[src/rtl/saturn_bus_sequencer_pkg.sv]
// Shared definitions for the Saturn nibble-bus sequencer:
// bus command codes, sequencer states, transaction kinds.
package saturn_bus_sequencer_pkg;

  localparam logic [3:0] CMD_PC_READ   = 4'h0;
  localparam logic [3:0] CMD_DP_READ   = 4'h1;
  localparam logic [3:0] CMD_DP_WRITE  = 4'h3;
  localparam logic [3:0] CMD_LOAD_PC   = 4'h4;
  localparam logic [3:0] CMD_LOAD_DP   = 4'h5;
  localparam logic [3:0] CMD_CONFIGURE = 4'h6;
  localparam logic [3:0] CMD_BUS_RESET = 4'hA;

  typedef enum logic [2:0] {
    S_BOOT,
    S_FETCH,
    S_CMD,
    S_ADDR,
    S_WCMD,
    S_XFER,
    S_RESTORE
  } seq_state_t;

  typedef enum logic [2:0] {
    K_JUMP,
    K_READ,
    K_WRITE,
    K_CFG,
    K_BRST
  } xact_kind_t;

  typedef struct packed {
    logic [3:0] data;
    logic       strobe;
    logic       cmd_data;
  } bus_out_t;

  function automatic logic [3:0] kind_cmd(input xact_kind_t k);
    logic [3:0] c;
    c = CMD_LOAD_PC;
    case (k)
      K_READ, K_WRITE: c = CMD_LOAD_DP;
      K_CFG:           c = CMD_CONFIGURE;
      K_BRST:          c = CMD_BUS_RESET;
      default:         c = CMD_LOAD_PC;
    endcase
    return c;
  endfunction

endpackage

[src/rtl/saturn_bus_sequencer_if.sv]
// Saturn nibble-bus pins: master drives data/strobe/cmd_data,
// slave side returns i_bus_data.
interface saturn_bus_sequencer_if;
  logic [3:0] i_bus_data;
  logic [3:0] o_bus_data;
  logic       o_bus_strobe;
  logic       o_bus_cmd_data;

  modport master (
    input  i_bus_data,
    output o_bus_data,
    output o_bus_strobe,
    output o_bus_cmd_data
  );

  modport slave (
    output i_bus_data,
    input  o_bus_data,
    input  o_bus_strobe,
    input  o_bus_cmd_data
  );
endinterface

[src/rtl/saturn_bus_addr_ser.sv]
// 20-bit address to 5 x 4-bit serializer, LSB nibble first.
// Ports: load/addr, shift, current nibble, next nibble, done (index 4).
module saturn_bus_addr_ser (
  input  logic        i_clk,
  input  logic        i_reset,
  input  logic        i_load,
  input  logic [19:0] i_addr,
  input  logic        i_shift,
  output logic [3:0]  o_nib,
  output logic [3:0]  o_nib_next,
  output logic        o_done
);

  logic [19:0] sh;
  logic [2:0]  idx;

  always_ff @(posedge i_clk) begin
    if (i_reset) begin
      sh  <= '0;
      idx <= '0;
    end else if (i_load) begin
      sh  <= i_addr;
      idx <= '0;
    end else if (i_shift) begin
      sh  <= {4'h0, sh[19:4]};
      idx <= idx + 3'd1;
    end
  end

  assign o_nib      = sh[3:0];
  assign o_nib_next = sh[7:4];
  assign o_done     = (idx == 3'd4);

endmodule

[src/rtl/saturn_bus_sequencer.sv]
// Arbitrates fetch/data/management requests onto the Saturn nibble bus.
// Ports: CPU-side request/ack/data, bus pins via saturn_bus_sequencer_if.
module saturn_bus_sequencer
  import saturn_bus_sequencer_pkg::*;
(
  input  logic        i_clk,
  input  logic        i_reset,
  input  logic        i_en,
  input  logic        i_fetch_ready,
  input  logic        i_jump,
  input  logic [19:0] i_jump_addr,
  output logic        o_jump_ack,
  output logic        o_fetch_valid,
  output logic [3:0]  o_fetch_nibble,
  input  logic        i_data_req,
  input  logic        i_data_we,
  input  logic [19:0] i_data_addr,
  input  logic [3:0]  i_data_len,
  output logic        o_data_ack,
  input  logic [3:0]  i_data_wnib,
  output logic        o_data_wtake,
  output logic        o_data_rvalid,
  output logic [3:0]  o_data_rnib,
  input  logic        i_cfg_req,
  input  logic [19:0] i_cfg_addr,
  input  logic        i_busreset_req,
  output logic        o_mgmt_ack,
  output logic        o_busy,
  saturn_bus_sequencer_if.master bus
);

  seq_state_t state, state_nx;
  xact_kind_t kind, kind_nx;

  logic [3:0] len_cnt;
  logic pend_brst, pend_data, pend_cfg, pend_jump;
  logic eff_brst, eff_data, eff_cfg, eff_jump;
  logic g_brst, g_data, g_cfg, g_jump, grant;
  logic rd_f, rd_d;

  bus_out_t bus_nx;
  logic busy_nx, wtake_nx, rd_f_nx, rd_d_nx;

  logic        ser_load, ser_shift, ser_done;
  logic [19:0] ser_addr;
  logic [3:0]  ser_nib, ser_nib_next;

  // A request still visible during its own ack cycle is already served.
  assign eff_brst = pend_brst | (i_busreset_req & ~o_mgmt_ack);
  assign eff_data = pend_data | (i_data_req & ~o_data_ack);
  assign eff_cfg  = pend_cfg | (i_cfg_req & ~o_mgmt_ack);
  assign eff_jump = pend_jump | (i_jump & ~o_jump_ack);

  assign g_brst = (state == S_FETCH) & eff_brst;
  assign g_data = (state == S_FETCH) & eff_data & ~eff_brst;
  assign g_cfg  = (state == S_FETCH) & eff_cfg & ~eff_brst & ~eff_data;
  assign g_jump = (state == S_FETCH) & eff_jump
                & ~eff_brst & ~eff_data & ~eff_cfg;
  assign grant  = g_brst | g_data | g_cfg | g_jump;

  assign ser_load  = i_en & ((state == S_BOOT) | grant);
  assign ser_shift = i_en & (state == S_ADDR) & ~ser_done;
  assign ser_addr  = g_data ? i_data_addr
                   : g_cfg  ? i_cfg_addr
                   : g_jump ? i_jump_addr
                   : 20'h0;

  saturn_bus_addr_ser u_ser (
    .i_clk      (i_clk),
    .i_reset    (i_reset),
    .i_load     (ser_load),
    .i_addr     (ser_addr),
    .i_shift    (ser_shift),
    .o_nib      (ser_nib),
    .o_nib_next (ser_nib_next),
    .o_done     (ser_done)
  );

  always_ff @(posedge i_clk) begin
    if (i_reset) begin
      state <= S_BOOT;
      kind  <= K_JUMP;
    end else if (i_en) begin
      state <= state_nx;
      kind  <= kind_nx;
    end
  end

  always_comb begin
    state_nx = state;
    kind_nx  = kind;
    unique case (state)
      S_BOOT: begin
        state_nx = S_CMD;
        kind_nx  = K_JUMP;
      end
      S_FETCH: begin
        if (grant) begin
          state_nx = S_CMD;
          unique case (1'b1)
            g_brst:  kind_nx = K_BRST;
            g_data:  kind_nx = i_data_we ? K_WRITE : K_READ;
            g_cfg:   kind_nx = K_CFG;
            default: kind_nx = K_JUMP;
          endcase
        end
      end
      S_CMD:
        state_nx = (kind == K_BRST) ? S_RESTORE : S_ADDR;
      S_ADDR: begin
        if (ser_done) begin
          unique case (kind)
            K_JUMP:  state_nx = S_FETCH;
            K_READ:  state_nx = S_XFER;
            K_WRITE: state_nx = S_WCMD;
            default: state_nx = S_RESTORE;
          endcase
        end
      end
      S_WCMD:
        state_nx = S_XFER;
      S_XFER:
        if (len_cnt == 4'h0) state_nx = S_RESTORE;
      S_RESTORE:
        state_nx = S_FETCH;
      default:
        state_nx = S_BOOT;
    endcase
  end

  // Values the bus shows in the slot that starts at this edge.
  always_comb begin
    bus_nx   = '{data: 4'h0, strobe: 1'b0, cmd_data: 1'b1};
    wtake_nx = 1'b0;
    rd_f_nx  = 1'b0;
    rd_d_nx  = 1'b0;
    busy_nx  = (state_nx != S_FETCH);
    unique case (state_nx)
      S_FETCH: begin
        bus_nx.strobe = i_fetch_ready;
        rd_f_nx       = i_fetch_ready;
      end
      S_CMD:
        bus_nx = '{data: kind_cmd(kind_nx), strobe: 1'b1,
                   cmd_data: 1'b0};
      S_ADDR:
        bus_nx = '{data: (state == S_ADDR) ? ser_nib_next : ser_nib,
                   strobe: 1'b1, cmd_data: 1'b0};
      S_WCMD:
        bus_nx = '{data: CMD_DP_WRITE, strobe: 1'b1, cmd_data: 1'b0};
      S_XFER: begin
        bus_nx.strobe = 1'b1;
        if (kind_nx == K_WRITE) begin
          bus_nx.data = i_data_wnib;
          wtake_nx    = 1'b1;
        end else begin
          rd_d_nx = 1'b1;
        end
      end
      S_RESTORE:
        bus_nx = '{data: CMD_PC_READ, strobe: 1'b1, cmd_data: 1'b0};
      default: ;
    endcase
  end

  always_ff @(posedge i_clk) begin
    if (i_reset) begin
      bus.o_bus_data     <= 4'h0;
      bus.o_bus_strobe   <= 1'b0;
      bus.o_bus_cmd_data <= 1'b1;
      o_busy             <= 1'b1;
      o_jump_ack         <= 1'b0;
      o_data_ack         <= 1'b0;
      o_mgmt_ack         <= 1'b0;
      o_fetch_valid      <= 1'b0;
      o_fetch_nibble     <= 4'h0;
      o_data_rvalid      <= 1'b0;
      o_data_rnib        <= 4'h0;
      o_data_wtake       <= 1'b0;
      pend_brst          <= 1'b0;
      pend_data          <= 1'b0;
      pend_cfg           <= 1'b0;
      pend_jump          <= 1'b0;
      len_cnt            <= 4'h0;
      rd_f               <= 1'b0;
      rd_d               <= 1'b0;
    end else begin
      o_jump_ack    <= 1'b0;
      o_data_ack    <= 1'b0;
      o_mgmt_ack    <= 1'b0;
      o_fetch_valid <= 1'b0;
      o_data_rvalid <= 1'b0;
      o_data_wtake  <= 1'b0;
      if (i_en) begin
        bus.o_bus_data     <= bus_nx.data;
        bus.o_bus_strobe   <= bus_nx.strobe;
        bus.o_bus_cmd_data <= bus_nx.cmd_data;
        o_busy             <= busy_nx;
        o_data_wtake       <= wtake_nx;
        rd_f               <= rd_f_nx;
        rd_d               <= rd_d_nx;
        o_jump_ack         <= g_jump;
        o_data_ack         <= g_data;
        o_mgmt_ack         <= g_brst | g_cfg;
        pend_brst          <= eff_brst & ~g_brst;
        pend_data          <= eff_data & ~g_data;
        pend_cfg           <= eff_cfg & ~g_cfg;
        pend_jump          <= eff_jump & ~g_jump;
        if (g_data)
          len_cnt <= i_data_len;
        else if (state == S_XFER && len_cnt != 4'h0)
          len_cnt <= len_cnt - 4'h1;
        // Nibble strobed last slot is returned now.
        if (rd_f) begin
          o_fetch_valid  <= 1'b1;
          o_fetch_nibble <= bus.i_bus_data;
        end
        if (rd_d) begin
          o_data_rvalid <= 1'b1;
          o_data_rnib   <= bus.i_bus_data;
        end
      end
    end
  end

endmodule

[src/flat_wrapper.sv]
// flat-port wrapper written by rule: the top's interface ports become plain ports
module saturn_bus_sequencer_flat import saturn_bus_sequencer_pkg::*;
  (i_clk, i_reset, i_en, i_fetch_ready, i_jump, i_jump_addr, o_jump_ack, o_fetch_valid, o_fetch_nibble, i_data_req, i_data_we, i_data_addr, i_data_len, o_data_ack, i_data_wnib, o_data_wtake, o_data_rvalid, o_data_rnib, i_cfg_req, i_cfg_addr, i_busreset_req, o_mgmt_ack, o_busy, bus_i_bus_data, bus_o_bus_data, bus_o_bus_strobe, bus_o_bus_cmd_data);
  saturn_bus_sequencer_if bus_i ();
  input  logic i_clk;
  input  logic i_reset;
  input  logic i_en;
  input  logic i_fetch_ready;
  input  logic i_jump;
  input  logic [19:0] i_jump_addr;
  output logic o_jump_ack;
  output logic o_fetch_valid;
  output logic [3:0] o_fetch_nibble;
  input  logic i_data_req;
  input  logic i_data_we;
  input  logic [19:0] i_data_addr;
  input  logic [3:0] i_data_len;
  output logic o_data_ack;
  input  logic [3:0] i_data_wnib;
  output logic o_data_wtake;
  output logic o_data_rvalid;
  output logic [3:0] o_data_rnib;
  input  logic i_cfg_req;
  input  logic [19:0] i_cfg_addr;
  input  logic i_busreset_req;
  output logic o_mgmt_ack;
  output logic o_busy;
  input wire logic [$bits(bus_i.i_bus_data)-1:0] bus_i_bus_data;
  output wire logic [$bits(bus_i.o_bus_data)-1:0] bus_o_bus_data;
  output wire logic [$bits(bus_i.o_bus_strobe)-1:0] bus_o_bus_strobe;
  output wire logic [$bits(bus_i.o_bus_cmd_data)-1:0] bus_o_bus_cmd_data;
  assign bus_i.i_bus_data = bus_i_bus_data;
  assign bus_o_bus_data = bus_i.o_bus_data;
  assign bus_o_bus_strobe = bus_i.o_bus_strobe;
  assign bus_o_bus_cmd_data = bus_i.o_bus_cmd_data;
  saturn_bus_sequencer u_core (.i_clk(i_clk), .i_reset(i_reset), .i_en(i_en), .i_fetch_ready(i_fetch_ready), .i_jump(i_jump), .i_jump_addr(i_jump_addr), .o_jump_ack(o_jump_ack), .o_fetch_valid(o_fetch_valid), .o_fetch_nibble(o_fetch_nibble), .i_data_req(i_data_req), .i_data_we(i_data_we), .i_data_addr(i_data_addr), .i_data_len(i_data_len), .o_data_ack(o_data_ack), .i_data_wnib(i_data_wnib), .o_data_wtake(o_data_wtake), .o_data_rvalid(o_data_rvalid), .o_data_rnib(o_data_rnib), .i_cfg_req(i_cfg_req), .i_cfg_addr(i_cfg_addr), .i_busreset_req(i_busreset_req), .o_mgmt_ack(o_mgmt_ack), .o_busy(o_busy), .bus(bus_i));
endmodule
[config.mk]
export PLATFORM = sky130hd
export DESIGN_NAME = saturn_bus_sequencer_flat
export DESIGN_NICKNAME = d
export VERILOG_FILES = /design/src/rtl/saturn_bus_sequencer_pkg.sv /design/src/rtl/saturn_bus_sequencer_if.sv /design/src/rtl/saturn_bus_addr_ser.sv /design/src/rtl/saturn_bus_sequencer.sv /design/src/flat_wrapper.sv
export SDC_FILE = /design/constraint.sdc
export NUM_CORES = 1
export LEC_CHECK = 0
export ABC_CLOCK_PERIOD_IN_PS = 2400
export CELL_PAD_IN_SITES_DETAIL_PLACEMENT = 1
export CELL_PAD_IN_SITES_GLOBAL_PLACEMENT = 1
export CORE_MARGIN = 2
export CORE_UTILIZATION = 31
export CTS_CLUSTER_DIAMETER = 30
export DETAILED_ROUTE_END_ITERATION = 8
export PLACE_DENSITY_LB_ADDON = 0.1
export SLEW_MARGIN = 5
export SYNTH_ARGS = -nofsm -noshare
export SYNTH_HDL_FRONTEND = slang
export SYNTH_SLANG_ARGS = --single-unit
[constraint.sdc]
create_clock -name i_clk -period 2.4 [get_ports i_clk]
set_input_delay 0.48 -clock i_clk [delete_from_list [all_inputs] [get_ports i_clk]]
set_output_delay 0.48 -clock i_clk [all_outputs]
set_load 0.01 [all_outputs]
# --- After elaboration in Yosys (flattened, before gate mapping) ---
# Cells that the tools add are included.
# Widths: inputs -> output; s select.
totals:
  ff_bits: 60
  output_inout_bits: 21
op_classes:
  addsub: 2
  n_eq_ne: 21
  n_mux: 29
  bitwise_logic: 43
  reduce_logical: 16
op_table:
  columns: ["operator", "count"]
  rows:
  - ["$mux 20", 5]
  - ["$eq 3x3->1 const B", 9]
  - ["$and 1x1->1", 21]
  - ["$eq 3x2->1 const B", 7]
  - ["$pmux 3 s7", 1]
  - ["$pmux 3 s3", 2]
  - ["$mux 4", 4]
  - ["$pmux 4 s4", 1]
  - ["$mux 3", 5]
  - ["$not 1->1", 13]
  - ["$eq 3x1->1 const B", 4]
  - ["$pmux 4 s3", 1]
  - ["$or 1x1->1", 9]
  - ["$mux 1", 7]
  - ["$logic_not 3->1", 2]
  - ["$pmux 3 s2", 1]
  - ["$reduce_and 2->1", 3]
  - ["$reduce_or 2->1", 3]
  - ["$reduce_or 5->1", 1]
  - ["$logic_not 4->1", 1]
  - ["$reduce_bool 2->1", 2]
  - ["$reduce_bool 4->1", 1]
  - ["$reduce_or 4->1", 1]
  - ["$sub 4x1->4 const B", 1]
  - ["other kinds (6)", 6]

# --- Logic depth before layout (Yosys ltp) ---
depth:
  word_depth: 14
  ltp_mapped: 10

# --- Hierarchy ---
# From an unflattened synthesis, not the netlist that was laid out.
unflattened:
  hier_cells: 424
  hier_area_um2: 3502.1
modules_own_cells:
  columns: ["module", "instances", "cells_per_inst", "area_each_um2"]
  rows:
  - ["saturn_bus_sequencer", 1, 311, 2313.5]
  - ["saturn_bus_addr_ser", 1, 113, 1188.6]

# --- Worst setup path after synthesis ---
# Ideal clock, no wire load.
synth_timing:
  kind: "input port to flip-flop"
  startpoint: "input i_cfg_req"
  endpoint: "register u_core.o_busy"
  arrival_time_ns: 2.138
  required_time_ns: 2.277
  setup_slack_ns: 0.139
  stages: 7
  path_cell_list: "nor2b_1 > nor4_1 > a21bo_2 > clkbuf_1 > and3_1 > a31oi_1 > or2_2"
synth_between:
  elab_chain_cells: 10
  elab_cells_between_ends: 12
  classes_between: "eq/ne (1); mux (2); bitwise (9)"
synth_lines:
  columns: ["item", "line_no", "source"]
  rows:
  - ["start: declaration", "flat_wrapper.sv:23", "input logic i_cfg_req;"]
  - ["$and 1x1->1 *", "saturn_bus_sequencer.sv:51", "assign eff_cfg = pend_cfg | (i_cfg_req & ~o_mgmt_ack);"]
  - ["$or 1x1->1 *", "saturn_bus_sequencer.sv:51", null]
  - ["$and 1x1->1 (3 in series)", "saturn_bus_sequencer.sv:56", "assign g_cfg = (state == S_FETCH) & eff_cfg & ~eff_brst & ~eff_data;"]
  - ["$or 1x1->1", "saturn_bus_sequencer.sv:59", "assign grant = g_brst | g_data | g_cfg | g_jump;"]
  - ["$or 1x1->1 *", "saturn_bus_sequencer.sv:59", null]
  - ["$mux 3 *", "saturn_bus_sequencer.sv:98", "if (grant) begin"]
  - ["$pmux 3 s7 *", "saturn_bus_sequencer.sv:92", "unique case (state)"]
  - ["$ne 3x1->1 *", "saturn_bus_sequencer.sv:137", "busy_nx = (state_nx != S_FETCH);"]
  - ["end signal: assignment", "saturn_bus_sequencer.sv:198", "o_busy <= busy_nx;"]
  - ["end: declaration", "saturn_bus_sequencer.sv:28", "output logic o_busy,"]
# Mark *: on every way between the ends. The rest lies on a longest branch, timed or not.
# A chain may end at the register's enable or synchronous reset.

# --- Final worst setup path ---
layout_timing:
  startpoint: "register u_core.state[0]"
  endpoint: "register u_core.u_ser.sh[18]"
layout_between:
  elab_chain_cells: 9
  elab_cells_between_ends: 25
  classes_between: "eq/ne (2); mux (4); bitwise (17); reduce/logical (2)"
layout_lines:
  columns: ["item", "line_no", "source"]
  rows:
  - ["start: declaration", "saturn_bus_sequencer.sv:32", "seq_state_t state, state_nx;"]
  - ["start signal: assignment", "saturn_bus_sequencer.sv:84", "state <= state_nx;"]
  - ["$eq 3x1->1", null, null]
  - ["$and 1x1->1 (on tied branches)", "saturn_bus_sequencer.sv:57, saturn_bus_sequencer.sv:55, saturn_bus_sequencer.sv:56", null]
  - ["$and 1x1->1 (on tied branches)", "saturn_bus_sequencer.sv:58, saturn_bus_sequencer.sv:55, saturn_bus_sequencer.sv:56", null]
  - ["$and 1x1->1 (tied with other cells)", "saturn_bus_sequencer.sv:58", "& ~eff_brst & ~eff_data & ~eff_cfg;"]
  - ["$and 1x1->1 or $or 1x1->1 (tied branches)", "saturn_bus_sequencer.sv:58, saturn_bus_sequencer.sv:59", null]
  - ["$mux 20 or $or 1x1->1 (tied branches)", "saturn_bus_sequencer.sv:65, saturn_bus_sequencer.sv:59", null]
  - ["$mux 20 or $or 1x1->1 (tied branches)", "saturn_bus_sequencer.sv:64, saturn_bus_sequencer.sv:61", null]
  - ["$mux 20 or $and 1x1->1 (tied branches)", "saturn_bus_sequencer.sv:63, saturn_bus_sequencer.sv:61", null]
  - ["$mux 20 or $reduce_bool 2->1 (tied branches)", null, null]
  - ["end signal: assignment", "saturn_bus_addr_ser.sv:22", "sh <= i_addr;"]
  - ["end signal: assignment", "saturn_bus_addr_ser.sv:25", "sh <= {4'h0, sh[19:4]};"]
  - ["end: declaration", "saturn_bus_addr_ser.sv:14", "logic [19:0] sh;"]
# Parallel ways exist; a longest one is shown, timed or not.

==> results_dict.tcl <==
set metrics [dict create \
    outcome "finished, final reports clean" \
    die_w_um 108 \
    die_area_um2 11700 \
    num_vias 3441 \
    synth_warnings 0 \
    worst_slack_ns 0.0934 \
    num_antenna_cells 0 \
    ys_seq_area_frac 0.357 \
    cp_max_fo 22 \
    cp-start-kind "flop" \
    synth_fp_nets 464 \
    path_buf_inv 2 \
    fin_crit_sh 0.961 \
    areaGrowthSynthToFinish_pct 52.6 \
    core_um2 10700 \
    synth_cells 380 \
    yosys.cell_count.top_type "dfxtp_1" \
    grt_usage 0.194 \
    vias_per_cell 5.26 \
    cp_top_family "simple AND/OR/NAND/NOR gates" \
    ys.flop_type "dfxtp_1" \
    maxCapViolCount 0 \
    min_path_type "flop to flop" \
    dr.pass1.iters 5 \
    max-vdd-ir-drop_uv 254 \
    reg2reg_to "u_core.u_ser.sh[18]" \
    hold_viol 0 \
    row_count 38 \
    clk_path_buf_depth 2 \
    rsz0062_at_grt "no" \
    r2r_cells 8 \
    grt_max_degree 54 \
    nFillCells 1239 \
    clk_pin_slew_worst_paths_ns 0.08 \
    yosysUniqueCellTypes 60 \
    cts_tree "yes" \
    ant_nets 0 \
    drtIter0Drc 227 \
    grt_pass1_vias 3610 \
    ys_seq_elements 60 \
    slowest_stage "or3b_4" \
    async_reset_ff_frac 0 \
    synth_area_um2 3360 \
    r2r_slack_ns 0.09 \
    pre_cts_ws_ns -0.529 \
    leakage_nw 1.90 \
    drt-wirelength-per-cell_um 16.4 \
    slew_viol_final 0 \
    die_y_um 108 \
    final_core_util 0.480 \
    htreeDepth 3 \
    syn_avg_cell_area_um2 8.84 \
    worstPathRequired_ns 2.68 \
    grt_first_pass_wirelength_um 18000 \
    antenna_found_initial 0 \
    wl_um 10700 \
    root_buffer "clkbuf_8" \
    layout-drive-gt1-share 0.202 \
    netlist_top_cells_area "dfxtp_1, a222oi_1, a211oi_2" \
    p_total_mw 2.83 \
    ctsHoldBuffers 0 \
    clock-sinks 60 \
    numCtsBuffers 9 \
    rr_startpoint "u_core.state[0]" \
    tightest_slew_ns 0.697 \
    synth_top_area_cell "dfxtp_1" \
    fmax_mhz 434 \
    pin_count 102 \
    critical_path_arrival_ns 2.58 \
    holdPathStages 2 \
    start_util 0.314 \
    drc 0 \
    finClkSkew_ns 0.0166 \
    period_minus_slack_ns 2.31 \
    max_stage_delay_ns 0.40 \
    synth-edff-count 0 \
    post-dp-hpwl_um 8150 \
    critPathCaptureType "flop" \
    yosys-top-cells-count "dfxtp_1, nand2_1, nor2_1" \
    hold_end "u_core.o_data_rnib[3]" \
    synth_top_area_share 0.357 \
    maxSlewHeadroom 0.536 \
    clk_latency_ns 0.35 \
    gp_congestion 0.874 \
    fin_nets 593 \
    path_cells "or3b_4 > or3_4 > buf_4 > nor4_4 > buf_12 > a222oi_1 > or2_1 > a21oi_2" \
    setup_viol 0 \
    critical_path_class "flop to flop" \
    gr-total-overflow 0 \
    min_from "u_core.o_data_rnib[3]" \
    power_density_nw_per_um2 552 \
    numPortBuffers 101 \
]
==> report_power, final <==
part | leakage, nW | internal (mW) | switching (mW)
clock network | 0.127 | 0.746 | 0.420
logic | 1.28 | 0.317 | 0.265
registers | 0.489 | 1.04 | 0.0367
==> placed cells by master, fill, tap and decap left out, types with 4 or more instances in the layout <==
cell type,synthesis,layout
o211ai_1,4,4
nand3_1,16,16
o21ai_0,9,8
inv_1,15,15
a211oi_1,8,8
nor2_1,27,26
mux2i_1,17,17
a222oi_1,24,24
clkdlybuf4s50_1,0,100
a31oi_1,6,5
and3_1,4,4
buf_4,2,39
buf_12,0,5
clkbuf_8,0,11
nand2_1,36,36
nor3_1,8,8
nand2b_1,5,5
a21oi_1,19,19
a211oi_2,15,15
dfxtp_1,60,60
a21oi_2,4,4
nor2b_1,21,18
==> sequential cells by signal, summed over array words and instances, names as in the netlist, 3 cells and up <==
name	cells
u_core.u_ser.sh	20
u_core.o_data_rnib	4
u_core.bus.o_bus_data	4
u_core.state	3
u_core.u_ser.idx	3
u_core.o_fetch_nibble	4
u_core.len_cnt	4
u_core.kind	3
==> how the worst max path moves through the flow <==
stage / cells past startpoint / to / start / slack, ns
after floorplan: 7 / u_core.o_busy / i_cfg_req / 0.14
after global placement: 7 / u_core.bus.o_bus_data[3] / i_cfg_req / -0.45
after detailed placement: 7 / u_core.bus.o_bus_data[2] / i_cfg_req / -0.53
after CTS: 8 / u_core.bus.o_bus_data[2] / i_jump / 0.04
after global routing: 8 / u_core.u_ser.sh[0] / u_core.state[0] / 0.002
final: 8 / u_core.u_ser.sh[18] / u_core.state[0] / 0.09
==> what timing repair did <==
| item | CTS | global route |
|---|---|---|
| setup buffers | 0 | 1 |
| endpoints found under the hold margin | 0 | 0 |
| gates resized for setup | 4 | 14 |
| setup endpoints to repair | 14 | 22 |
| pin swaps | 0 | 2 |
==> worst reg2reg max path: cells and delay by family (launching register included) <==
family,cells,cell delay [ns]
compound gates,2,0.24
buf+inv,2,0.34
flops,1,0.34
simple gates,4,1.31
==> through the flow <==
stage	instance area (um^2)	hold slack, ns	std cells	setup TNS (ns)
after detailed placement	4800	0.450	637	-12.41
after global routing	5130	0.489	654	0
after CTS	5060	0.462	653	0
after floorplan	3360	0.458	380	0
after global placement	4800	0.447	637	-10.96
final	5130	0.459	654	0
==> kinds of logic after synthesis <==
kind of cell / share of synthesized area
AO/OA/AOI/OAI: 0.283
multiplexers: 0.0506
AND/OR/NAND/NOR: 0.230
buffers and inverters: 0.0618
XOR/XNOR: 0.00521
flip-flops: 0.357
adder cells (fa/ha/maj): 0.0112
==> cell type report <==
cell class	instances	area [um^2]	share of cell area
multi-input cells	277	2030	0.396
repair buffers	146	1410	0.276
clock buffers	12	155	0.0302
clock inverters	4	95.1	0.0185
well taps	140	175	0.0341
inverters	15	56.3	0.0110
flip-flops and latches	60	1200	0.234
==> per-layer routing <==
| layer | up-vias | wire, um | track usage | share of wire |
|---|---|---|---|---|
| met1 | 1650 | 4810 | 0.247 | 0.45 |
| li1 | 1689 | - | - | - |
| met4 | 0 | 161 | 0.0513 | 0.015 |
| met2 | 89 | 5280 | 0.332 | 0.49 |
| met3 | 13 | 473 | 0.0434 | 0.044 |
| met5 | - | 0 | 0 | 0 |
Power figures use the tool's default switching activity.
